$ cat config.mk
export PLATFORM = sky130hd
export DESIGN_NAME = muldiv_sequencer
export DESIGN_NICKNAME = d
export VERILOG_FILES = /design/src/rtl/muldiv_sequencer.sv
export SDC_FILE = /design/constraint.sdc
export NUM_CORES = 1
export LEC_CHECK = 0
export ABC_AREA = 1
export BUFFER_PORTS_ARGS = -buffer_cell sky130_fd_sc_hd__buf_4
export CORE_MARGIN = 1.5
export CORE_UTILIZATION = 35
export DETAILED_ROUTE_END_ITERATION = 8
export PLACE_DENSITY = 0.55
export REMOVE_ABC_BUFFERS = 1
export SETUP_SLACK_MARGIN = 0.1
export SKIP_LAST_GASP = 1
export SYNTH_ARGS = -nofsm -noshare
export SYNTH_HDL_FRONTEND = slang
export SYNTH_SLANG_ARGS = --single-unit
$ cat constraint.sdc
create_clock -name clk -period 17.9 [get_ports clk]
set_input_delay 5.37 -clock clk [delete_from_list [all_inputs] [get_ports clk]]
set_output_delay 5.37 -clock clk [all_outputs]
set_load 0.05 [all_outputs]
$ cat src/rtl/muldiv_sequencer.sv
// rtl/muldiv_sequencer.sv - Multi-cycle MULTU/DIVU/MTHI/MTLO/MFHI/MFLO unit owning HI/LO.
// Define MULDIV_FAST_MUL_EN for a single-cycle multiplier; DIVU always iterates.
module muldiv_sequencer #(
   parameter int WIDTH              = 32,
   parameter int ALU_CONTROL_LENGTH = 4
) (
   input  logic                          clk,
   input  logic                          rst,
   input  logic                          op_valid,
   input  logic [ALU_CONTROL_LENGTH-1:0] alu_control,
   input  logic [WIDTH-1:0]              src_a,
   input  logic [WIDTH-1:0]              src_b,
   input  logic                          flush,
   output logic                          stall,
   output logic [WIDTH-1:0]              hilo_rdata,
   output logic [WIDTH-1:0]              hi,
   output logic [WIDTH-1:0]              lo,
   output logic                          div_by_zero
);

   localparam logic [ALU_CONTROL_LENGTH-1:0] ALU_CONTROL_MULTU = ALU_CONTROL_LENGTH'(8);
   localparam logic [ALU_CONTROL_LENGTH-1:0] ALU_CONTROL_DIVU  = ALU_CONTROL_LENGTH'(9);
   localparam logic [ALU_CONTROL_LENGTH-1:0] ALU_CONTROL_MTHI  = ALU_CONTROL_LENGTH'(10);
   localparam logic [ALU_CONTROL_LENGTH-1:0] ALU_CONTROL_MTLO  = ALU_CONTROL_LENGTH'(11);
   localparam logic [ALU_CONTROL_LENGTH-1:0] ALU_CONTROL_MFHI  = ALU_CONTROL_LENGTH'(12);
   localparam logic [ALU_CONTROL_LENGTH-1:0] ALU_CONTROL_MFLO  = ALU_CONTROL_LENGTH'(13);
   localparam int CW = (WIDTH > 1) ? $clog2(WIDTH) : 1;

   typedef enum logic [1:0] {IDLE, MUL, DIV, DONE} state_t;

   state_t            state, state_next;
   logic [CW-1:0]     cnt;
   logic [WIDTH-1:0]  dividend, divisor, rem, quot;
   logic [WIDTH:0]    rem_shift;
   logic [WIDTH-1:0]  rem_next, quot_next;
   logic              q_bit, last, accept, is_mul, is_div, mul_stalls;

   assign is_mul = (alu_control == ALU_CONTROL_MULTU);
   assign is_div = (alu_control == ALU_CONTROL_DIVU);
   assign accept = (state == IDLE) && op_valid && !flush;
   assign last   = (cnt == CW'(WIDTH - 1));

   // Restoring divide step: dividend is shifted left so its MSB is the next bit in.
   assign rem_shift = {rem, dividend[WIDTH-1]};
   assign q_bit     = (rem_shift >= {1'b0, divisor});
   assign rem_next  = q_bit ? WIDTH'(rem_shift - {1'b0, divisor}) : rem_shift[WIDTH-1:0];
   assign quot_next = {quot[WIDTH-2:0], q_bit};

`ifdef MULDIV_FAST_MUL_EN
   logic [2*WIDTH-1:0] product;
   assign product    = {{WIDTH{1'b0}}, src_a} * {{WIDTH{1'b0}}, src_b};
   assign mul_stalls = 1'b0;
`else
   logic [2*WIDTH-1:0] acc, mcand, acc_next;
   logic [WIDTH-1:0]   mplier;
   assign acc_next   = acc + (mplier[0] ? mcand : '0);
   assign mul_stalls = 1'b1;
`endif

   always_comb begin
      state_next = state;
      stall      = 1'b0;
      hilo_rdata = '0;
      case (state)
         IDLE: begin
            if (op_valid && ((is_mul && mul_stalls) || is_div))
               stall = 1'b1;
            if (accept && is_mul && mul_stalls)
               state_next = MUL;
            else if (accept && is_div)
               state_next = (src_b == '0) ? DONE : DIV;
         end
         MUL: begin
            stall = 1'b1;
            if (last) state_next = DONE;
         end
         DIV: begin
            stall = 1'b1;
            if (last) state_next = DONE;
         end
         default: state_next = IDLE;
      endcase
      if (flush) begin
         state_next = IDLE;
         stall      = 1'b0;
      end
      if (alu_control == ALU_CONTROL_MFHI)
         hilo_rdata = hi;
      else if (alu_control == ALU_CONTROL_MFLO)
         hilo_rdata = lo;
   end

   always_ff @(posedge clk or posedge rst) begin
      if (rst) begin
         state       <= IDLE;
         cnt         <= '0;
         hi          <= '0;
         lo          <= '0;
         div_by_zero <= 1'b0;
         dividend    <= '0;
         divisor     <= '0;
         rem         <= '0;
         quot        <= '0;
`ifndef MULDIV_FAST_MUL_EN
         acc         <= '0;
         mcand       <= '0;
         mplier      <= '0;
`endif
      end else begin
         state       <= state_next;
         div_by_zero <= 1'b0;
         case (state)
            IDLE: if (accept) begin
               if (is_mul) begin
`ifdef MULDIV_FAST_MUL_EN
                  {hi, lo} <= product;
`else
                  acc    <= '0;
                  mcand  <= {{WIDTH{1'b0}}, src_a};
                  mplier <= src_b;
                  cnt    <= '0;
`endif
               end else if (is_div) begin
                  if (src_b == '0) begin
                     hi          <= src_a;
                     lo          <= '1;
                     div_by_zero <= 1'b1;
                  end else begin
                     dividend <= src_a;
                     divisor  <= src_b;
                     rem      <= '0;
                     quot     <= '0;
                     cnt      <= '0;
                  end
               end else if (alu_control == ALU_CONTROL_MTHI) begin
                  hi <= src_a;
               end else if (alu_control == ALU_CONTROL_MTLO) begin
                  lo <= src_a;
               end
            end
`ifndef MULDIV_FAST_MUL_EN
            MUL: if (!flush) begin
               acc    <= acc_next;
               mcand  <= mcand << 1;
               mplier <= mplier >> 1;
               cnt    <= cnt + 1'b1;
               if (last) {hi, lo} <= acc_next;
            end
`endif
            DIV: if (!flush) begin
               rem      <= rem_next;
               quot     <= quot_next;
               dividend <= dividend << 1;
               cnt      <= cnt + 1'b1;
               if (last) begin
                  lo <= quot_next;
                  hi <= rem_next;
               end
            end
            default: ;
         endcase
      end
   end

endmodule
Yosys cells after proc, flatten, opt, wreduce, memory -nomap -nowiden
Index checks and enable logic that the tools add are counted.
W data, S select, Z words.
{"block": "word_totals", "register_bits": 359, "output_inout_bits": 98, "elab_cells": 137, "in_bits": 72}
{"block": "op_classes", "magnitude_cmp": 1, "eq_ne": 27, "n_bitwise": 2, "addsub": 3, "n_mux": 71, "n_reduce_logical": 21}
{"op": "$mux W32", "count": 35}
{"op": "$mux W64", "count": 7}
{"op": "$pmux W64 S2", "count": 2}
{"op": "$pmux W32 S2", "count": 3}
{"op": "$pmux W32 S3", "count": 2}
{"op": "$add A64 B64 Y64", "count": 1}
{"op": "$pmux W31 S2", "count": 1}
{"op": "$ge A33 B32 Y1", "count": 1}
{"op": "$logic_not A32 Y1", "count": 1}
{"op": "$sub A32 B32 Y32", "count": 1}
{"op": "$mux W31", "count": 1}
{"op": "$mux W5", "count": 5}
{"op": "$eq A4 B4 Y1 const B", "count": 6}
{"op": "$ne A2 B2 Y1 const B", "count": 10}
{"op": "$pmux W5 S2", "count": 1}
{"op": "$reduce_and A10 Y1", "count": 1}
{"op": "$reduce_and A5 Y1", "count": 2}
{"op": "$ne A3 B2 Y1 const B", "count": 3}
{"op": "$ne A3 B3 Y1 const B", "count": 3}
{"op": "$reduce_and A9 Y1", "count": 1}
{"op": "$mux W1", "count": 8}
{"op": "$mux W2", "count": 4}
{"op": "$reduce_and A6 Y1", "count": 1}
{"op": "$reduce_bool A2 Y1", "count": 3}
{"op": "other kinds (17)", "count": 22}

Depth between registers and ports, before layout
Gate-level depths: netlist of the first run.
{"block": "logic_depth", "ltp_word": 8, "depth_mapped": 21, "ltp_nobuf": 19}

Worst setup path before layout of the first run
No wires, ideal clock.
{"block": "synth_timing", "path_kind": "input port to output port", "startpoint": "in alu_control[2]", "endpoint": "out hilo_rdata[12]", "arrival_time_ps": 6884, "slack_ps": 5646, "path_buffers": 1, "stages": 5, "path_cell_list": "nand2_1 > inv_1 > nand3_1 > clkbuf_1 > o21ai_0"}
{"block": "synth_between", "elab_chain_cells": 3}
{"element": "start, declared", "line": "10", "text": "input logic [ALU_CONTROL_LENGTH-1:0] alu_control,"}
{"element": "$eq A4 B4 Y1", "line": "89", "text": "else if (alu_control == ALU_CONTROL_MFLO)"}
{"element": "$mux W32", "line": "89"}
{"element": "$mux W32 *", "line": "87", "text": "if (alu_control == ALU_CONTROL_MFHI)"}
{"element": "end, declared", "line": "15", "text": "output logic [WIDTH-1:0] hilo_rdata,"}
Mark *: on every way between the ends. The rest lies on a longest branch, timed or not.

Worst setup path after layout of the first run
{"block": "layout_timing", "startpoint": "in alu_control[2]", "endpoint": "out hilo_rdata[10]"}
The elaborated chain is that of the path after synthesis.

==> metrics.yaml, run 1 <==
syn_inst: 3953
grt_overflow: 0
clockRootBuffer: "clkbuf_16"
synthMuxAreaShare: 0.000443
area_delta_synth_final_pct: 13.8
max_clock_freq_mhz: 78.2
yosysUniqueCellTypes: 51
period_share: 0.715
drc: 0
synth-compound-area-share: 0.122
critPathMaxFanout: 22
top_layer: "met4"
yosysMostFrequentCell: "nand2_1"
avgSynthCellArea_sq_um: 6.42
dr_wl_met3_microns: 5690
clock_skew_ps: 31.8
synthSimpleGateAreaFrac: 0.347
hold_depth: 2
die_width_microns: 272
core_area_sq_mm: 0.0716
wl_microns: 88500
hp-class: "reg -> reg"
port_buffers: 169
worstPathArrival_ps: 7430
cts_buffers: 45
path_clk_slew_ps: 60
num_io_pins: 170
end_kind: "output port"
crit_path_cell_trace: "buf_4 -> nand2_1 -> inv_1 -> nand2_1 -> o22ai_1 -> buf_4"
syn-cell-area_sq_mm: 0.0254
grt_start_max_net_pins: 187
required_ps: 12530
utilization: 0.404
grt_use_total: 0.238
r2r_cells: 17
setup_slack_ps: 5100
synth_xor_area_frac: 0.00655
drv_cap: 0
postRouteAntennaNets: 0
post-synth-top-area-cell: "dfrtp_1"
layout-drive-gt1-share: 0.0812
synth_commonest_cells: "nand2_1 (1497), inv_1 (609), dfrtp_1 (359)"
via_count: 24621
synth-edff-count: 0
insertion_delay_ps: 600
drv_slew: 0
yosys.area_share.adder: 0.0518
synthFlopType: "dfrtp_1"
status: "completed"
rsz0062_at_grt: "false"
power.density_mw_per_mm2: 159
diodes: 0
h-tree-depth: 2
met1_length_microns: 42900
synth-warning-count: 0
synthTopCellsByArea: "dfrtp_1 (35%), nand2_1 (22%), inv_1 (9.0%)"
antenna_found_initial: 0
final-setup-viol-count: 0
drt-initial-drc-count: 1892
startpoint_type: "input pin"
synth_top_area_frac: 0.354
finalCriticalPeriod_ps: 12800
ys_seq_area_frac: 0.354
clock_path_buffers: 3
cts_tree: "done"
ys_ff_latch: 359
dp_cells: 4945
fin_nets: 4218
cp_slowest_cell: "nand2_1"
post_cts_buffers: 0
clkSinkCount: 359
tns_ps: 0
postLayoutCellArea_sq_mm: 0.0289
vias_per_cell: 4.90
dr_wl_met2_microns: 37600
slowest_delay_ps: 770
hold_violations: 0
grt_pass1_wl_microns: 137000
cts_hold_buf: 0
placedInstanceArea_sq_mm: 0.0274
cts_resized: 0
synthArstFlopShare: 1.00
dr.pass1.iters: 5
power.static_leakage_nw: 16.1
num_rows: 98
wl_per_cell_microns: 17.6
final_cells: 5027
synth_top_family_by_area: "simple AND/OR/NAND/NOR gates"
vdd_drop_max_mv: 0.124
grt_pass1_vias: 22917
criticalPathCategory: "in -> out"
die_area_sq_mm: 0.0742
die_y_microns: 272
relSlewSlack: 0.270
start_util: 0.355
gp_congestion: 0.971
tightestPinTransition_ps: 1090
place_ws_ps: 5040
dp_hpwl_microns: 67700
[path summary, 6_finish.rpt]
kind / startpoint / to / slack, ps
max: alu_control[2] / hilo_rdata[10] / 5100
min: dividend[25] / dividend[25] / 480
max reg2reg: mplier[0] / hi[26] / 13700
min reg2reg: dividend[25] / dividend[25] / 480
max in group asynchronous: rst / dividend[4] / 9940
min in group asynchronous: rst / acc[62] / 4860
[layer usage]
layer / up-vias / global-route usage
met4: 0 / 0.0658
met5: - / 0
met2: 606 / 0.360
met1: 11363 / 0.347
met3: 110 / 0.0419
li1: 12542 / -
[where the power goes]
group / internal [mW] / leakage [nW] / total [mW] / switching [mW]
registers: 1.12 / 4.49 / 1.34 / 0.221
clock network: 0.548 / 0.742 / 0.935 / 0.387
logic: 0.676 / 10.8 / 2.31 / 1.64
[registers in the layout, indices dropped and copies added (netlist names), 2 cells and up]
| signal | count |
|---|---|
| state | 2 |
| cnt | 5 |
| mcand | 64 |
| dividend | 32 |
| mplier | 32 |
| lo | 32 |
| rem | 32 |
| quot | 31 |
| acc | 64 |
| divisor | 32 |
| hi | 32 |
[cell usage in the layout (no fill, tap or decap), types with 7 or more instances in the layout]
master and count:
nand2_1 1496, inv_1 607, dfrtp_1 358, nor2_1 328
o21ai_0 211, nand3_1 199, buf_4 186, a21oi_1 153
ha_1 99, a31oi_1 62, clkbuf_16 45, nand3b_1 37
a21boi_1 27, nor3_1 24, o22ai_1 24, o31ai_1 23
nand2_2 16, xnor2_1 13, nor4_1 13, clkbuf_8 12
o21ai_1 11, nand4_1 10, o21bai_1 10, clkbuf_1 10
nand3_2 9, nor2_2 8, inv_2 7, a22oi_1 7
[per-stage QoR]
step	power [mW]	hold WS, ps
6_report	4.59	479
5_1_grt	4.94	495
4_1_cts	4.62	481
3_5_place_dp	3.66	465
3_3_place_gp	3.64	462
2_1_floorplan	2.88	447
[layout make-up]
class | count | area, sq um
clock buffers | 67 | 1330
clock inverters | 15 | 193
fillers | 7877 | 42700
inverters | 618 | 2330
multi-input cells | 2831 | 13500
flip-flops and latches | 359 | 8980
well taps | 950 | 1190
repair buffers | 187 | 1420
[cells by family after synthesis]
family / Yosys count
and+or+nand+nor: 2161
DFF: 359
muxes: 1
xor gates and xnor gates: 19
adders and majority gates: 104
AOI/OAI and AO/OA: 546
buffers and inverters: 763
[worst max-delay path, delay by kind of cell]
kind                   cells  cell delay [ps]
AOI/OAI and AO/OA          1              440
buffers and inverters      3              790
and+or+nand+nor            2              810
Note: power is estimated with default switching activity, not from simulation.
==> inputs of run 2 (changes only) <==
--- a/config.mk
+++ b/config.mk
@@ -5,7 +5,7 @@
 export SDC_FILE = /design/constraint.sdc
 export NUM_CORES = 1
 export LEC_CHECK = 0
-export ABC_AREA = 1
+export ABC_AREA = 0
 export BUFFER_PORTS_ARGS = -buffer_cell sky130_fd_sc_hd__buf_4
 export CORE_MARGIN = 1.5
 export CORE_UTILIZATION = 35
==> constraint.sdc (replaced) <==
create_clock -name clk -period 13.4 [get_ports clk]
set_input_delay 4.02 -clock clk [delete_from_list [all_inputs] [get_ports clk]]
set_output_delay 4.02 -clock clk [all_outputs]
set_load 0.05 [all_outputs]
==> metrics.yaml, run 2 <==
crit_path_cell_trace: "buf_4 -> nand2_1 -> nor3b_2 -> buf_4 -> a22o_1 -> buf_4"
place_ws_ps: 4080  # -958 ps
required_ps: 9380  # -3150 ps
timing.hold.ws_ps: 474  # -4.53 ps
drv_cap: 0  # unchanged
crit_family: "buffers and inverters"
max_clock_freq_mhz: 107
relSlewSlack: 0.331  # +0.0610
power_mw: 6.68  # +46%
synth-warning-count: 0  # unchanged
cts_resized: 0  # unchanged
clockRootBuffer: "clkbuf_16"
start_util: 0.354  # -0.000656
layout_common_cells: "nand2_1 (532), dfrtp_1 (359), o21ai_0 (349)"
utilization: 0.409  # +0.00556
post-synth-top-area-cell: "dfrtp_1"
insertion_delay_ps: 580  # -20 ps
period_share: 0.696
tightestPinTransition_ps: 1000  # -88.3 ps
yosysMostFrequentCell: "nand2_1"
finalCriticalPeriod_ps: 9320
clkSinkCount: 359  # unchanged
dr.pass1.iters: 6  # +1
gp_congestion: 0.892  # -8.1%
worstPathArrival_ps: 5300  # -2130 ps
vias_per_cell: 5.43  # +11%
drv_slew: 0  # unchanged
hp-class: "reg -> reg"
diodes: 0  # unchanged
status: "completed"
power.density_mw_per_mm2: 259  # +64%
avgSynthCellArea_sq_um: 8.50  # +32%
synthArstFlopShare: 1.00  # unchanged
worstPathBufferInverterCount: 3  # unchanged
hold_violations: 0  # unchanged
synth_commonest_cells: "nand2_1 (533), dfrtp_1 (359), o21ai_0 (350)"
vdd_drop_max_mv: 0.140  # +13%
wl_per_cell_microns: 20.0  # +13%
port_buffers: 169  # unchanged
cp_slowest_cell: "buf_4"
critPathMaxFanout: 32  # +45%
criticalPathCategory: "in -> out"
die_y_microns: 255  # -6.2%
antenna_found_initial: 0  # unchanged
grt_pass1_vias: 19449  # -15%
fin_nets: 2864  # -32%
postLayoutCellArea_sq_mm: 0.0258  # -11%
setup_slack_ps: 4080  # -1030 ps
synthFlopType: "dfrtp_1"
power.static_leakage_nw: 11.7  # -27%
end_kind: "output port"
slowest_delay_ps: 410  # -360 ps
layout-drive-gt1-share: 0.128  # +0.0463
dp_hpwl_microns: 51700  # -24%
clock_path_buffers: 3  # unchanged
post_cts_buffers: 0  # unchanged
die_area_sq_mm: 0.0652  # -12%
drc: 0  # unchanged
syn_inst: 2621  # -34%
startpoint_type: "input pin"
reg_top3: "acc (64), mcand (64)"
postRouteAntennaNets: 0  # unchanged
clock_skew_ps: 23.5  # -8.32 ps
syn-cell-area_sq_mm: 0.0223  # -12%
h-tree-depth: 2  # unchanged
path_clk_slew_ps: 50  # about the same
synth-edff-count: 0  # unchanged
cts_hold_buf: 0  # unchanged
drt-initial-drc-count: 1270  # -33%
final-setup-viol-count: 0  # unchanged
die_width_microns: 255  # -6.2%
ys_ff_latch: 359  # unchanged
grt_start_max_net_pins: 137  # -27%
cts_tree: "done"
grt_overflow: 0  # unchanged
core_area_sq_mm: 0.0630  # -12%
num_io_pins: 170  # unchanged
rsz0062_at_grt: "false"
num_rows: 92  # -6.1%
via_count: 19368  # -21%
grt_pass1_wl_microns: 113000  # -18%
yosysUniqueCellTypes: 86  # +69%
area_delta_synth_final_pct: 15.6
ys_seq_area_frac: 0.403  # +0.0493
layout_commonest_cell: "nand2_1"
cts_buffers: 44  # -2.2%
placedInstanceArea_sq_mm: 0.0242  # -12%
synthTopCellsByArea: "dfrtp_1 (40%), nand2_1 (9.0%), o21ai_0 (7.9%)"
path_common_cell: "buf_4"
grt_use_total: 0.216  # -0.0223
wl_microns: 71200  # -20%
synth_top_area_frac: 0.403  # +0.0493
-- run 2: area by class of cell --
class	count	area [sq um]
inverters	71	274
clock buffers	61	1280
multi-input cells	2018	12400
flip-flops and latches	359	8980
fillers	6413	37200
clock inverters	18	287
repair buffers	194	1470
well taps	846	1060
-- run 2: path summary, 6_finish.rpt --
kind | cells after the start | from | to | slack [ps]
max reg2reg | 16 | mplier[0] | hi[28] | 8640
min | 2 | mplier[31] | mplier[31] | 470
min in group asynchronous | 2 | rst | acc[1] | 3570
max | 6 | alu_control[2] | hilo_rdata[0] | 4080
max in group asynchronous | 4 | rst | acc[58] | 7500
min reg2reg | 2 | mplier[31] | mplier[31] | 470
-- run 2: per-stage QoR --
stage | instances | setup TNS (ps)
CTS | 3567 | 0
finish | 3567 | 0
global route | 3567 | 0
detailed placement | 3488 | 0
floorplan | 2448 | -208940
global placement | 3488 | 0
-- run 2: kinds of logic (layout without fill, tap and decap cells) --
| logic type | count (synthesis) | count (layout) | synth area share |
|---|---|---|---|
| compound gates | 760 | 760 | 0.210 |
| xor+xnor | 76 | 76 | 0.0299 |
| fa+ha+maj | 104 | 104 | 0.0591 |
| buf+inv | 244 | 344 | 0.0429 |
| flops | 359 | 359 | 0.403 |
| mux | 145 | 145 | 0.0679 |
| simple gates | 933 | 933 | 0.188 |
-- run 2: metal layers --
layer	share of wire	track usage	vias up	wire [microns]
li1	-	-	9366	-
met1	0.47	0.301	9547	33800
met2	0.47	0.361	380	33600
met3	0.036	0.0229	75	2550
met4	0.018	0.0458	0	1250
met5	0	0	-	0
-- run 2: where the power goes --
part           internal [mW]  switching (mW)  total [mW]
logic                   1.23            2.34        3.57
registers               1.51           0.314        1.83
clock network          0.800           0.490        1.29
total                   3.54            3.14        6.68
-- run 2: worst reg2reg max path, delay by kind of cell, from the launching register on --
kind	cells	cell delay [ps]
AOI/OAI and AO/OA	7	2300
xor gates and xnor gates	1	190
adders and majority gates	2	540
buffers and inverters	3	800
DFF	1	320
and+or+nand+nor	3	510
==> inputs of run 3 (changes only) <==
--- a/config.mk
+++ b/config.mk
@@ -5,12 +5,12 @@
 export SDC_FILE = /design/constraint.sdc
 export NUM_CORES = 1
 export LEC_CHECK = 0
-export ABC_AREA = 0
+export ABC_AREA = 1
 export BUFFER_PORTS_ARGS = -buffer_cell sky130_fd_sc_hd__buf_4
 export CORE_MARGIN = 1.5
 export CORE_UTILIZATION = 35
 export DETAILED_ROUTE_END_ITERATION = 8
-export PLACE_DENSITY = 0.55
+export PLACE_DENSITY = 0.57
 export REMOVE_ABC_BUFFERS = 1
 export SETUP_SLACK_MARGIN = 0.1
 export SKIP_LAST_GASP = 1
==> constraint.sdc (replaced) <==
create_clock -name clk -period 7.5 [get_ports clk]
set_input_delay 2.25 -clock clk [delete_from_list [all_inputs] [get_ports clk]]
set_output_delay 2.25 -clock clk [all_outputs]
set_load 0.05 [all_outputs]
==> metrics.yaml, run 3 (synthesis results as in run 1) <==
status: "completed"
core_area_sq_mm: 0.0716  # +14%
die_width_microns: 272  # +6.7%
grt_pass1_wl_microns: 138000  # +22%
dr.pass1.iters: 5  # -1
num_rows: 98  # +6.5%
rsz0062_at_grt: "false"
antenna_found_initial: 1  # +1
layout_common_cells: "nand2_1 (1496), inv_1 (607), dfrtp_1 (358)"
start_util: 0.355  # +0.000656
setup_slack_ps: 709  # -3370 ps
criticalPathCategory: "in -> out"
die_area_sq_mm: 0.0742  # +14%
utilization: 0.404  # -0.00489
min_from: "acc[5]"
finalCriticalPeriod_ps: 6790
postRouteAntennaNets: 0  # unchanged
tightestPinTransition_ps: 1090  # +85.5 ps
drc: 0  # unchanged
cts_tree: "done"
clkSinkCount: 359  # unchanged
clock_skew_ps: 35.0  # +11.5 ps
required_ps: 5250  # -4130 ps
post_cts_buffers: 0  # unchanged
reg_top3: "acc (64), mcand (64)"
worstPathArrival_ps: 4540  # -760 ps
hp-class: "reg -> reg"
relSlewSlack: 0.272  # -0.0588
layout_commonest_cell: "nand2_1"
placedInstanceArea_sq_mm: 0.0274  # +13%
cts_resized: 0  # unchanged
insertion_delay_ps: 600  # +20 ps
cts_buffers: 45  # +2.3%
drv_cap: 0  # unchanged
die_y_microns: 272  # +6.7%
critPathMaxFanout: 22  # -31%
area_delta_synth_final_pct: 14.0
power_mw: 11.0  # +64%
postLayoutCellArea_sq_mm: 0.0290  # +12%
power.static_leakage_nw: 16.1  # +37%
timing.hold.ws_ps: 478  # +3.91 ps
clock_path_buffers: 3  # unchanged
clockRootBuffer: "clkbuf_16"
power.density_mw_per_mm2: 380  # +46%
grt_use_total: 0.238  # +0.0220
cts_hold_buf: 0  # unchanged
vdd_drop_max_mv: 0.351  # +150%
max_clock_freq_mhz: 147
fin_nets: 4220  # +47%
via_count: 24682  # +27%
hold_depth: 2  # unchanged
hold_violations: 0  # unchanged
grt_pass1_vias: 23260  # +20%
dp_hpwl_microns: 68300  # +32%
r2r_cells: 10  # -6
end_kind: "output port"
wl_per_cell_microns: 17.6  # -12%
crit_path_start: "alu_control[3]"
final_cells: 5027  # +41%
h-tree-depth: 2  # unchanged
tns_ps: 0  # unchanged
final-setup-viol-count: 0  # unchanged
vias_per_cell: 4.91  # -9.6%
gp_congestion: 0.981  # +10%
period_share: 0.905
startpoint_type: "input pin"
grt_start_max_net_pins: 159  # +16%
layout-drive-gt1-share: 0.0810  # -0.0466
path_clk_slew_ps: 60  # about the same
drv_slew: 0  # unchanged
grt_overflow: 0  # unchanged
dp_cells: 4947  # +42%
r2r_start: "state[1]"
place_ws_ps: 778  # -3300 ps
drt-initial-drc-count: 2011  # +58%
num_io_pins: 170  # unchanged
port_buffers: 169  # unchanged
wl_microns: 88400  # +24%
-- run 3: cell type report --
type	instances	area [sq um]
Sequential cell	359	8980
Antenna cell	1	2.50
Clock inverter	19	294
Fill cell	7884	42700
Clock buffer	60	1230
Tap cell	950	1190
Multi-Input combinational cell	2831	13500
Timing Repair Buffer	189	1460
Inverter	618	2330
-- run 3: path summary, 6_finish.rpt --
kind | to | slack (ps)
worst min-delay path | acc[5] | 480
worst min register to register | acc[5] | 480
worst max register to register | acc[2] | 3280
max in group asynchronous | hi[22] | 4470
worst max-delay path | hilo_rdata[2] | 710
min in group asynchronous | mplier[1] | 1730
-- run 3: report_power, final --
group	total [mW]	switching [mW]	internal [mW]
sequential	3.16	0.496	2.67
clock	2.28	0.909	1.37
combinational	5.55	3.93	1.62
total	11.0	5.33	5.66
-- run 3: critical path: stages --
cell	delay (ps)
buf_4	80
nand2_1	40
inv_1	530
nand2_1	850
o22ai_1	500
buf_4	260
-- run 3: layer usage --
layer,vias to the layer above,GRT usage,wire length (microns)
li1,12519,-,-
met2,523,0.365,38200
met3,77,0.0323,5060
met4,0,0.0595,1970
met5,-,0,0
met1,11563,0.351,43200
